--- config.mk ---
export PLATFORM = sky130hd
export DESIGN_NAME = seg7_scan_reader
export DESIGN_NICKNAME = d
export VERILOG_FILES = /design/src/rtl/seg7_scan_reader.sv
export SDC_FILE = /design/constraint.sdc
export NUM_CORES = 1
export LEC_CHECK = 0
export CAP_MARGIN = 30
export CELL_PAD_IN_SITES_DETAIL_PLACEMENT = 0
export CELL_PAD_IN_SITES_GLOBAL_PLACEMENT = 1
export CORE_MARGIN = 2
export CORE_UTILIZATION = 44
export DETAILED_ROUTE_END_ITERATION = 10
export GPL_ROUTABILITY_DRIVEN = 1
export MAX_ROUTING_LAYER = met4
export PLACE_DENSITY = 0.86
export SKIP_CTS_REPAIR_TIMING = 1
export SYNTH_ARGS = -nofsm -noshare
export SYNTH_HDL_FRONTEND = slang
export SYNTH_SLANG_ARGS = --single-unit
export TNS_END_PERCENT = 5
--- constraint.sdc ---
create_clock -name clk -period 5.3 [get_ports clk]
set_input_delay 1.59 -clock clk [delete_from_list [all_inputs] [get_ports clk]]
set_output_delay 1.59 -clock clk [all_outputs]
set_load 0.05 [all_outputs]
--- src/rtl/seg7_scan_reader.sv ---
`default_nettype none
// +----------------------------------------------------------------------------+
// | Module  : seg7_scan_reader                                                 |
// | Purpose : recovers hex digits from a multiplexed 7-segment bus (loopback). |
// | Option  : SEG7_DP_EN adds dp_in / dp_out decimal-point tracking.           |
// | Rev     : 1.0  initial release                                             |
// +----------------------------------------------------------------------------+
module seg7_scan_reader #(
  parameter int DIGITS     = 4,
  parameter int STABLE_CYC = 4
) (
  input  logic                clk,
  input  logic                rst,
  input  logic [6:0]          seg_in,
  input  logic [DIGITS-1:0]   an_in,
  input  logic                err_clr,
`ifdef SEG7_DP_EN
  input  logic                dp_in,
  output logic [DIGITS-1:0]   dp_out,
`endif
  output logic [4*DIGITS-1:0] digits_out,
  output logic [DIGITS-1:0]   digit_valid,
  output logic                upd_strb,
  output logic                err
);

`ifdef SEG7_DP_EN
  localparam int KW = DIGITS + 8;
`else
  localparam int KW = DIGITS + 7;
`endif
  localparam int            CW           = $clog2(STABLE_CYC + 1);
  localparam logic [CW-1:0] c_STABLE_CNT = CW'(STABLE_CYC);
  localparam logic [CW-1:0] c_ONE        = CW'(1);

  // Returns {legal, value}; blank and unknown patterns both report illegal.
  function automatic logic [4:0] seg7_decode(input logic [6:0] seg);
    case (seg)
      7'b0111111: return {1'b1, 4'h0};
      7'b0011000: return {1'b1, 4'h1};
      7'b1110110: return {1'b1, 4'h2};
      7'b1111100: return {1'b1, 4'h3};
      7'b1011001: return {1'b1, 4'h4};
      7'b1101101: return {1'b1, 4'h5};
      7'b1101111: return {1'b1, 4'h6};
      7'b0111000: return {1'b1, 4'h7};
      7'b1111111: return {1'b1, 4'h8};
      7'b1111001: return {1'b1, 4'h9};
      7'b1111011: return {1'b1, 4'hA};
      7'b1001111: return {1'b1, 4'hB};
      7'b0100111: return {1'b1, 4'hC};
      7'b1011110: return {1'b1, 4'hD};
      7'b1100111: return {1'b1, 4'hE};
      7'b1100011: return {1'b1, 4'hF};
      default:    return 5'b0;
    endcase
  endfunction

  logic [KW-1:0]       key_d, key_q, prev_q;
  logic [CW-1:0]       cnt_d, cnt_q;
  logic [4*DIGITS-1:0] digits_d, digits_q;
  logic [DIGITS-1:0]   valid_d, valid_q;
  logic                strb_d, strb_q;
  logic                err_d, err_q;
`ifdef SEG7_DP_EN
  logic [DIGITS-1:0]   dp_d, dp_q;
  logic                dp_s;
`endif

  logic [DIGITS-1:0]   an_s;
  logic [6:0]          seg_s;
  logic                same, onehot, fire, blank, err_set, chg;
  logic [4:0]          dec;

`ifdef SEG7_DP_EN
  assign key_d = {dp_in, an_in, seg_in};
  assign dp_s  = key_q[KW-1];
`else
  assign key_d = {an_in, seg_in};
`endif
  assign seg_s  = key_q[6:0];
  assign an_s   = key_q[7 +: DIGITS];
  assign same   = (key_q == prev_q);
  assign onehot = (an_s != '0) && ((an_s & (an_s - 1'b1)) == '0);
  assign dec    = seg7_decode(seg_s);
  assign blank  = (seg_s == 7'd0);

  // Decode fires only on the transition into the saturated count.
  always_comb begin
    cnt_d = '0;
    fire  = 1'b0;
    if (onehot) begin
      if (same) begin
        cnt_d = (cnt_q == c_STABLE_CNT) ? c_STABLE_CNT : cnt_q + c_ONE;
        fire  = (cnt_q == c_STABLE_CNT - c_ONE);
      end else begin
        cnt_d = c_ONE;
        fire  = (STABLE_CYC == 1);
      end
    end
  end

  always_comb begin
    digits_d = digits_q;
    valid_d  = valid_q;
    strb_d   = 1'b0;
    err_set  = 1'b0;
    chg      = 1'b0;
`ifdef SEG7_DP_EN
    dp_d     = dp_q;
`endif
    for (int i = 0; i < DIGITS; i++) begin
      if (fire && an_s[i]) begin
        if (dec[4]) begin
          chg = (dec[3:0] != digits_q[4*i +: 4]) || !valid_q[i];
`ifdef SEG7_DP_EN
          chg = chg || (dp_s != dp_q[i]);
          dp_d[i] = dp_s;
`endif
          digits_d[4*i +: 4] = dec[3:0];
          valid_d[i]         = 1'b1;
          strb_d             = chg;
        end else begin
          valid_d[i] = 1'b0;
          err_set    = !blank;
        end
      end
    end
    err_d = err_set | (err_q & ~err_clr);
  end

  always_ff @(posedge clk) begin
    if (rst) begin
      key_q    <= '0;
      prev_q   <= '0;
      cnt_q    <= '0;
      digits_q <= '0;
      valid_q  <= '0;
      strb_q   <= 1'b0;
      err_q    <= 1'b0;
`ifdef SEG7_DP_EN
      dp_q     <= '0;
`endif
    end else begin
      key_q    <= key_d;
      prev_q   <= key_q;
      cnt_q    <= cnt_d;
      digits_q <= digits_d;
      valid_q  <= valid_d;
      strb_q   <= strb_d;
      err_q    <= err_d;
`ifdef SEG7_DP_EN
      dp_q     <= dp_d;
`endif
    end
  end

  assign digits_out  = digits_q;
  assign digit_valid = valid_q;
  assign upd_strb    = strb_q;
  assign err         = err_q;
`ifdef SEG7_DP_EN
  assign dp_out      = dp_q;
`endif

endmodule
`default_nettype wire
## Yosys cells after proc, flatten, opt, wreduce, memory -nomap -nowiden

Cells that the tools add are included.

- Add/sub/neg operators: 2
- Equal/unequal tests: 23
- Muxes and demuxes: 22
- Bitwise operators: 6
- Reduce and logical (&&, ||, !) cells: 24

Operators with widths:

| operator | number |
|---|---|
| == test 7 bit (second input constant) | 12 |
| case mux 5 bit (16 select lines) | 1 |
| == test 7 x 6 -> 1 bit (second input constant) | 3 |
| 2-to-1 mux 1 bit | 20 |
| != test 4 bit | 4 |
| == test 11 bit | 1 |
| AND reduction 2 bit | 4 |
| == test 7 x 5 -> 1 bit (second input constant) | 1 |
| zero test 7 bit | 1 |
| logical AND 1 bit | 5 |
| zero test 1 bit | 5 |
| AND 4 bit | 1 |
| zero test 4 bit | 1 |
| logical OR 1 bit | 4 |
| nonzero test 4 bit | 1 |
| OR reduction 4 bit | 1 |
| subtractor 4 x 1 -> 4 bit (second input constant) | 1 |
| adder 3 x 1 -> 3 bit (second input constant) | 1 |
| == test 3 x 2 -> 1 bit (second input constant) | 1 |
| == test 3 bit (second input constant) | 1 |
| 2-to-1 mux 3 bit | 1 |
| inverter 1 bit | 3 |
| OR reduction 3 bit | 1 |
| OR reduction 2 bit | 1 |
| other kinds (2) | 2 |

- Output and inout bits: 22
- Bits in registers: 47
- Word-level logic and storage cells: 92

## Logic depth before layout (Yosys ltp)

Gate-level depths: netlist of run 1.

- Depth in word-level cells: 14
- Gate-level depth with buffers: 10
- Gate-level depth less buffers: 8

## Worst setup path before layout of run 1

No wires, ideal clock.

- Path type: input -> register
- Start point: in rst
- End point: reg cnt_q[1]
- Arrival: 2.270 ns
- Slack: 2.892 ns
- Stages on the path: 3
- Buffers on the path: 2
- Cells stage by stage: clkbuf_1 clkbuf_1 nor4_1

- Cells in the longest elaborated chain, start to end: 1

RTL lines:

| item | RTL line | source |
|---|---|---|
| start, declared | 13 | `input logic rst,` |
| OR reduction 4 bit (no line) | -- |  |
| end signal, assigned | 147 | `cnt_q <= cnt_d;` |
| end, declared | 60 | `logic [CW-1:0] cnt_d, cnt_q;` |

No other way between the ends.
A chain may end at the register's enable or synchronous reset.

## Final worst setup path of run 1

- Start point: reg digits_q[2] (netlist: digits_out[2])
- End point: out digits_out[2]

RTL lines:

| item | RTL line | source |
|---|---|---|
| start, declared | 61 | `logic [4*DIGITS-1:0] digits_d, digits_q;` |
| start signal, assigned | 148 | `digits_q <= digits_d;` |
| end, declared | 21 | `output logic [4*DIGITS-1:0] digits_out,` |

No word-level cell between the ends.

==> run summary, run 1 <==
Outcome = completed
Routed wire length = 4.60 mm
Max cap viols = 0
P_leak = 0.964 nW
TritonRoute pass-1 iters = 4
Total number of vias = 1783
Mapped Cells = 248
Vias per Instance = 5.17
Mean Syn Cell Area = 9.28 µm²
Yosys warns = 0
Clk sinks = 47
Fin Setup TNS = 0 ns
Main flop type after synthesis = dfxtp_1
Ys async rst share = 0
Top delay family on crit path = buffers and inverters
Metal2 WL = 2.14 mm
N_diodes = 0
Setup Crit Path Kind = flip-flop to output port
Buf+Inv Stages, Crit Path = 1
Root Buffer = clkbuf_8
Slew headroom = 0.639
Final #Nets = 293
Die width = 76.3 µm
Clock share of power = 0.320
Post-synthesis cell area = 2300 µm²
Crit path required time = 3.71 ns
Clock period minus worst slack = 3.13 ns
Register area share after synthesis = 0.409
# IOs = 36
Setup violations, final = 0
CTS tree = built
WP data arrival = 1.54 ns
WP depth = 1
Fraction of layout cells with a size suffix above 1 = 0.0764
Reg power frac = 0.599
Final ANT Viol Nets = 0
# port buffers = 35
Final Core Density = 0.536
Pwr dens = 230 nW/µm²
Fill cells = 482
Switching share of power = 0.238
Highest metal used = met4
WL met3 = 263 µm
Skew-Pair Late Insertion Delay = 0.29 ns
Post-synth EDFFs = 0
M1 wire length = 2.13 mm
Total gr overflow = 0
Slew Limit Fails = 0
Yosys cell types = 54
RSZ-0062 raised after global routing = no
Max Freq = 319 MHz
Routability Congestion = 0.854
Total global-route track usage = 0.174
Cts bufs inserted = 5
Final WS setup = 2.17 ns
Seq cells post-synth = 47
Worst VDD drop = 0.166 mV
Dpl hpwl = 3.33 mm
Net switching power = 0.000149 W
Synthesized Nets = 265
CP max stage delay = 0.84 ns
Initial antenna violation count = 0
Clk buf depth = 2
Worst-path clk slew = 0.08 ns
Worst-path cell chain = clkdlybuf4s50_1
Core Area = 5070 µm²
Startpoint Class = flip-flop
Final Skew = 0.00806 ns
CP endpoint kind = output port
DRT iter0 DRCs = 54
Worst Reg2Reg Path Length in Cells = 7
DRC = 0
Gate power share = 0.080
Post-route clock period utilization = 0.591
Die H = 76.3 µm
Area growth, synth to finish = 18.1%
Worst slew pin tran = 0.538 ns
Crit Path Max Fanout = 3
Largest net degree at the start of global routing = 48
Hold Path Class = flip-flop to flip-flop
Starting Density = 0.454
Die area = 5830 µm²
Vias in the first global route = 1654
Site row count = 26
First-pass GRT wire length = 8.00 mm
Worst hold slack = 0.496 ns
Routed WL per cell = 13.3 µm
H-tree Lvls = 2
Hold-critical path depth = 2
Final hold vios = 0
Slowest CP cell = clkdlybuf4s50_1
P_int = 0.000476 W
Pre-CTS WS = 2.48 ns
==> path summary, 6_finish.rpt <==
kind	from	endpoint	slack, ns
setup / recovery	digits_out[2]	digits_out[2]	2.17
hold / removal	digits_out[5]	digits_out[5]	0.50
setup reg to reg	key_q[2]	upd_strb	2.64
hold reg to reg	digits_out[5]	digits_out[5]	0.50
==> power groups by stage <==
stage	sequential (W)	clock, W	combinational, W
6_report	0.000375	0.000200	0.0000502
3_5_place_dp	0.000383	0	0.0000509
2_1_floorplan	0.000374	0	0.0000451
5_1_grt	0.000376	0.000221	0.0000569
3_3_place_gp	0.000383	0	0.0000505
4_1_cts	0.000374	0.000208	0.0000511
==> layout make-up <==
class | count | area (µm²) | share of cell area
Clock buffer | 5 | 68.8 | 0.0253
Clock inverter | 1 | 7.51 | 0.00276
Inverter | 7 | 26.3 | 0.00966
Multi-Input combinational cell | 179 | 1230 | 0.452
Sequential cell | 47 | 941 | 0.346
Tap cell | 70 | 87.6 | 0.0322
Timing Repair Buffer | 36 | 358 | 0.132
==> layout by cell type (no fill, tap or decap), types with 2 or more instances in the layout <==
| cell | synthesis | routed |
|---|---|---|
| nand4_1 | 2 | 2 |
| ha_1 | 3 | 3 |
| or2b_2 | 2 | 2 |
| inv_1 | 7 | 7 |
| o21ai_0 | 4 | 4 |
| nand2_1 | 15 | 15 |
| or4_1 | 2 | 2 |
| nor2_1 | 26 | 26 |
| nor4_1 | 6 | 6 |
| nand3_1 | 4 | 4 |
| clkdlybuf4s50_1 | 0 | 35 |
| nand2_2 | 2 | 2 |
| xor2_1 | 16 | 16 |
| dfxtp_1 | 47 | 47 |
| xnor2_1 | 11 | 11 |
| nor3_1 | 4 | 4 |
| nor2b_1 | 21 | 21 |
| mux2i_1 | 2 | 2 |
| nand3b_1 | 2 | 2 |
| clkbuf_8 | 0 | 5 |
| a22oi_1 | 13 | 13 |
| nand2b_1 | 6 | 6 |
| a21oi_1 | 10 | 10 |
==> sequential cells by signal (all words and copies together) (netlist names) <==
register,count
digit_valid,4
upd_strb,1
err,1
cnt_q,3
digits_out,16
prev_q,11
key_q,11
==> per-stage QoR <==
stage | instances | total power, W | instance area (µm²)
final | 345 | 0.000625 | 2720
after global routing | 345 | 0.000654 | 2720
after CTS | 345 | 0.000633 | 2720
after detailed placement | 339 | 0.000434 | 2640
after global placement | 339 | 0.000433 | 2640
after floorplan | 248 | 0.000419 | 2300
==> metal layers <==
metal / global-route usage / up-vias
li1: - / 907
met2: 0.268 / 49
met5: - / -
met1: 0.223 / 822
met4: 0.0582 / 0
met3: 0.0450 / 5
==> cell usage after synthesis (2+ instances only) <==
cell	instances	area, µm²
a21oi_1	10	50.1
a22oi_1	13	97.6
buf_2	3	15.0
buf_4	2	15.0
buf_6	5	56.3
clkbuf_1	4	15.0
dfxtp_1	47	941
ha_1	3	37.5
inv_1	7	26.3
mux2i_1	2	20.0
nand2_1	15	56.3
nand2_2	2	12.5
nand2b_1	6	37.5
nand3_1	4	20.0
nand3b_1	2	15.0
nand4_1	2	12.5
nor2_1	26	97.6
nor2b_1	21	131
nor3_1	4	20.0
nor4_1	6	37.5
o21ai_0	4	20.0
or2b_2	2	17.5
or4_1	2	15.0
xnor2_1	11	96.3
xor2_1	16	140
==> cells by family after synthesis <==
| group | synth area share |
|---|---|
| AO/OA/AOI/OAI | 0.136 |
| XOR/XNOR | 0.117 |
| adder cells (fa/ha/maj) | 0.0163 |
| buffers and inverters | 0.0571 |
| flip-flops | 0.409 |
| multiplexers | 0.00870 |
| AND/OR/NAND/NOR | 0.256 |
Power figures use the tool's default switching activity.
==> run 2: changes to the inputs <==
--- a/config.mk
+++ b/config.mk
@@ -9,11 +9,11 @@
 export CELL_PAD_IN_SITES_DETAIL_PLACEMENT = 0
 export CELL_PAD_IN_SITES_GLOBAL_PLACEMENT = 1
 export CORE_MARGIN = 2
-export CORE_UTILIZATION = 44
+export CORE_UTILIZATION = 37
 export DETAILED_ROUTE_END_ITERATION = 10
 export GPL_ROUTABILITY_DRIVEN = 1
 export MAX_ROUTING_LAYER = met4
-export PLACE_DENSITY = 0.86
+export PLACE_DENSITY = 0.77
 export SKIP_CTS_REPAIR_TIMING = 1
 export SYNTH_ARGS = -nofsm -noshare
 export SYNTH_HDL_FRONTEND = slang
==> constraint.sdc (replaced) <==
create_clock -name clk -period 2.55 [get_ports clk]
set_input_delay 0.765 -clock clk [delete_from_list [all_inputs] [get_ports clk]]
set_output_delay 0.765 -clock clk [all_outputs]
set_load 0.05 [all_outputs]
==> run 2 against run 1 <==
Total power up 110%. Largest power group unchanged. Clock-buffer cell count rose by 1. Via count is 5.1% higher. Register-to-register slack worse by 2.5 ns. Sequential cell count is the same.
==> run summary, run 2 (synthesis gave the netlist of run 1 again) <==
Outcome = completed
# IOs = 36
Slew Limit Fails = 0
Total number of vias = 1874
Worst slew pin tran = 0.507 ns
Worst-path clk slew = 0.09 ns
WP data arrival = 2.60 ns
Final WS setup = 0.136 ns
Clk sinks = 47
Total global-route track usage = 0.148
Routability Congestion = 0.863
H-tree Lvls = 2
Setup violations, final = 0
Routed wire length = 4.91 mm
Crit path required time = 2.74 ns
CP max stage delay = 0.45 ns
Final #Nets = 306
Worst-path cell chain = or2b_2, nor4b_1, a211o_1, xor2_1, o41ai_1, o211ai_1, nor4b_4
Pre-CTS WS = 0.0868 ns
RSZ-0062 raised after global routing = no
First-pass GRT wire length = 8.14 mm
DRC = 0
Vias per Instance = 5.13
Slew headroom = 0.661
Final Skew = 0.00951 ns
Post-route clock period utilization = 0.946
Die area = 6870 µm²
Clk buf depth = 2
Largest net degree at the start of global routing = 48
Slowest CP cell = dfxtp_1
N_diodes = 0
Cts bufs inserted = 5
GR Layer Usage met1 = 0.198
Total gr overflow = 0
Root Buffer = clkbuf_8
Starting Density = 0.387
GR peak layer = met2
Site row count = 28
CTS tree = built
Final hold vios = 0
# port buffers = 35
Worst Reg2Reg Path Length in Cells = 7
Worst VDD drop = 0.261 mV
Vias in the first global route = 1665
Clock period minus worst slack = 2.41 ns
Dpl hpwl = 3.62 mm
Fin cells = 365
Dpl cells = 357
P_leak = 1.06 nW
Most common cell after layout, fill and taps aside = dfxtp_1
Core Area = 5960 µm²
Crit Path Max Fanout = 7
Fin Setup TNS = 0 ns
Area growth, synth to finish = 24.2%
Startpoint Class = flip-flop
Hold-critical path depth = 2
Routed WL per cell = 13.5 µm
Final ANT Viol Nets = 0
Pwr dens = 469 nW/µm²
DRT iter0 DRCs = 71
Skew-Pair Late Insertion Delay = 0.30 ns
Met3 GRT Util = 0.0348
Largest register FFs = 16
Fraction of layout cells with a size suffix above 1 = 0.134
TritonRoute pass-1 iters = 4
Die width = 82.9 µm
CP endpoint kind = flip-flop
Initial antenna violation count = 0
GR Layer Usage met2 = 0.221
Die H = 82.9 µm
Max cap viols = 0
Most frequent cells in the layout = 44 x dfxtp_1, 35 x clkdlybuf4s50_1, 26 x nor2_1
Setup Crit Path Kind = flip-flop to flip-flop
Max Freq = 414 MHz
Hold Path Class = flip-flop to flip-flop
## run 2: final timing paths
kind	start	endpoint	slack (ns)
max	key_q[2]	upd_strb	0.14
min	digit_valid[0]	digit_valid[0]	0.51
max reg2reg	key_q[2]	upd_strb	0.14
min reg2reg	digit_valid[0]	digit_valid[0]	0.51
## run 2: per-stage QoR
stage	hold WS [ns]	total power, W	util	cell area [µm²]
after global placement	0.489	0.000911	0.463	2760
after detailed placement	0.504	0.000911	0.463	2760
final	0.511	0.00134	0.480	2860
after floorplan	0.492	0.000872	-	2300
after global routing	0.530	0.00140	0.480	2860
after CTS	0.518	0.00136	0.478	2840
## run 2: power breakdown
group	total, W	switching [W]	leakage [nW]	internal, W
combinational	0.000122	0.0000574	0.634	0.0000647
sequential	0.000774	0.0000222	0.384	0.000752
clock	0.000446	0.000254	0.0412	0.000192
## run 2: cell type report
class                      instances  area [µm²]
clock buffer                       6        72.6
tap                               75        93.8
timing repair buffer              49         468
clock inverter                     2        12.5
inverter                           7        26.3
multi-input combinational        179        1240
sequential                        47         945
fill                             629        3100
## run 2: worst max-delay path: cells and delay by family, from the launching register on
family | cells | cell delay, ns
DFF | 1 | 0.45
AOI/OAI and AO/OA | 3 | 0.83
and+or+nand+nor | 3 | 0.94
xor gates and xnor gates | 1 | 0.10
## run 2: metal layers
layer / routed length, µm / share of wire / vias to the layer above
li1: - / - / 935
met1: 2360 / 0.48 / 867
met2: 2240 / 0.46 / 63
met3: 243 / 0.049 / 9
met4: 74 / 0.015 / 0
met5: 0 / 0 / -
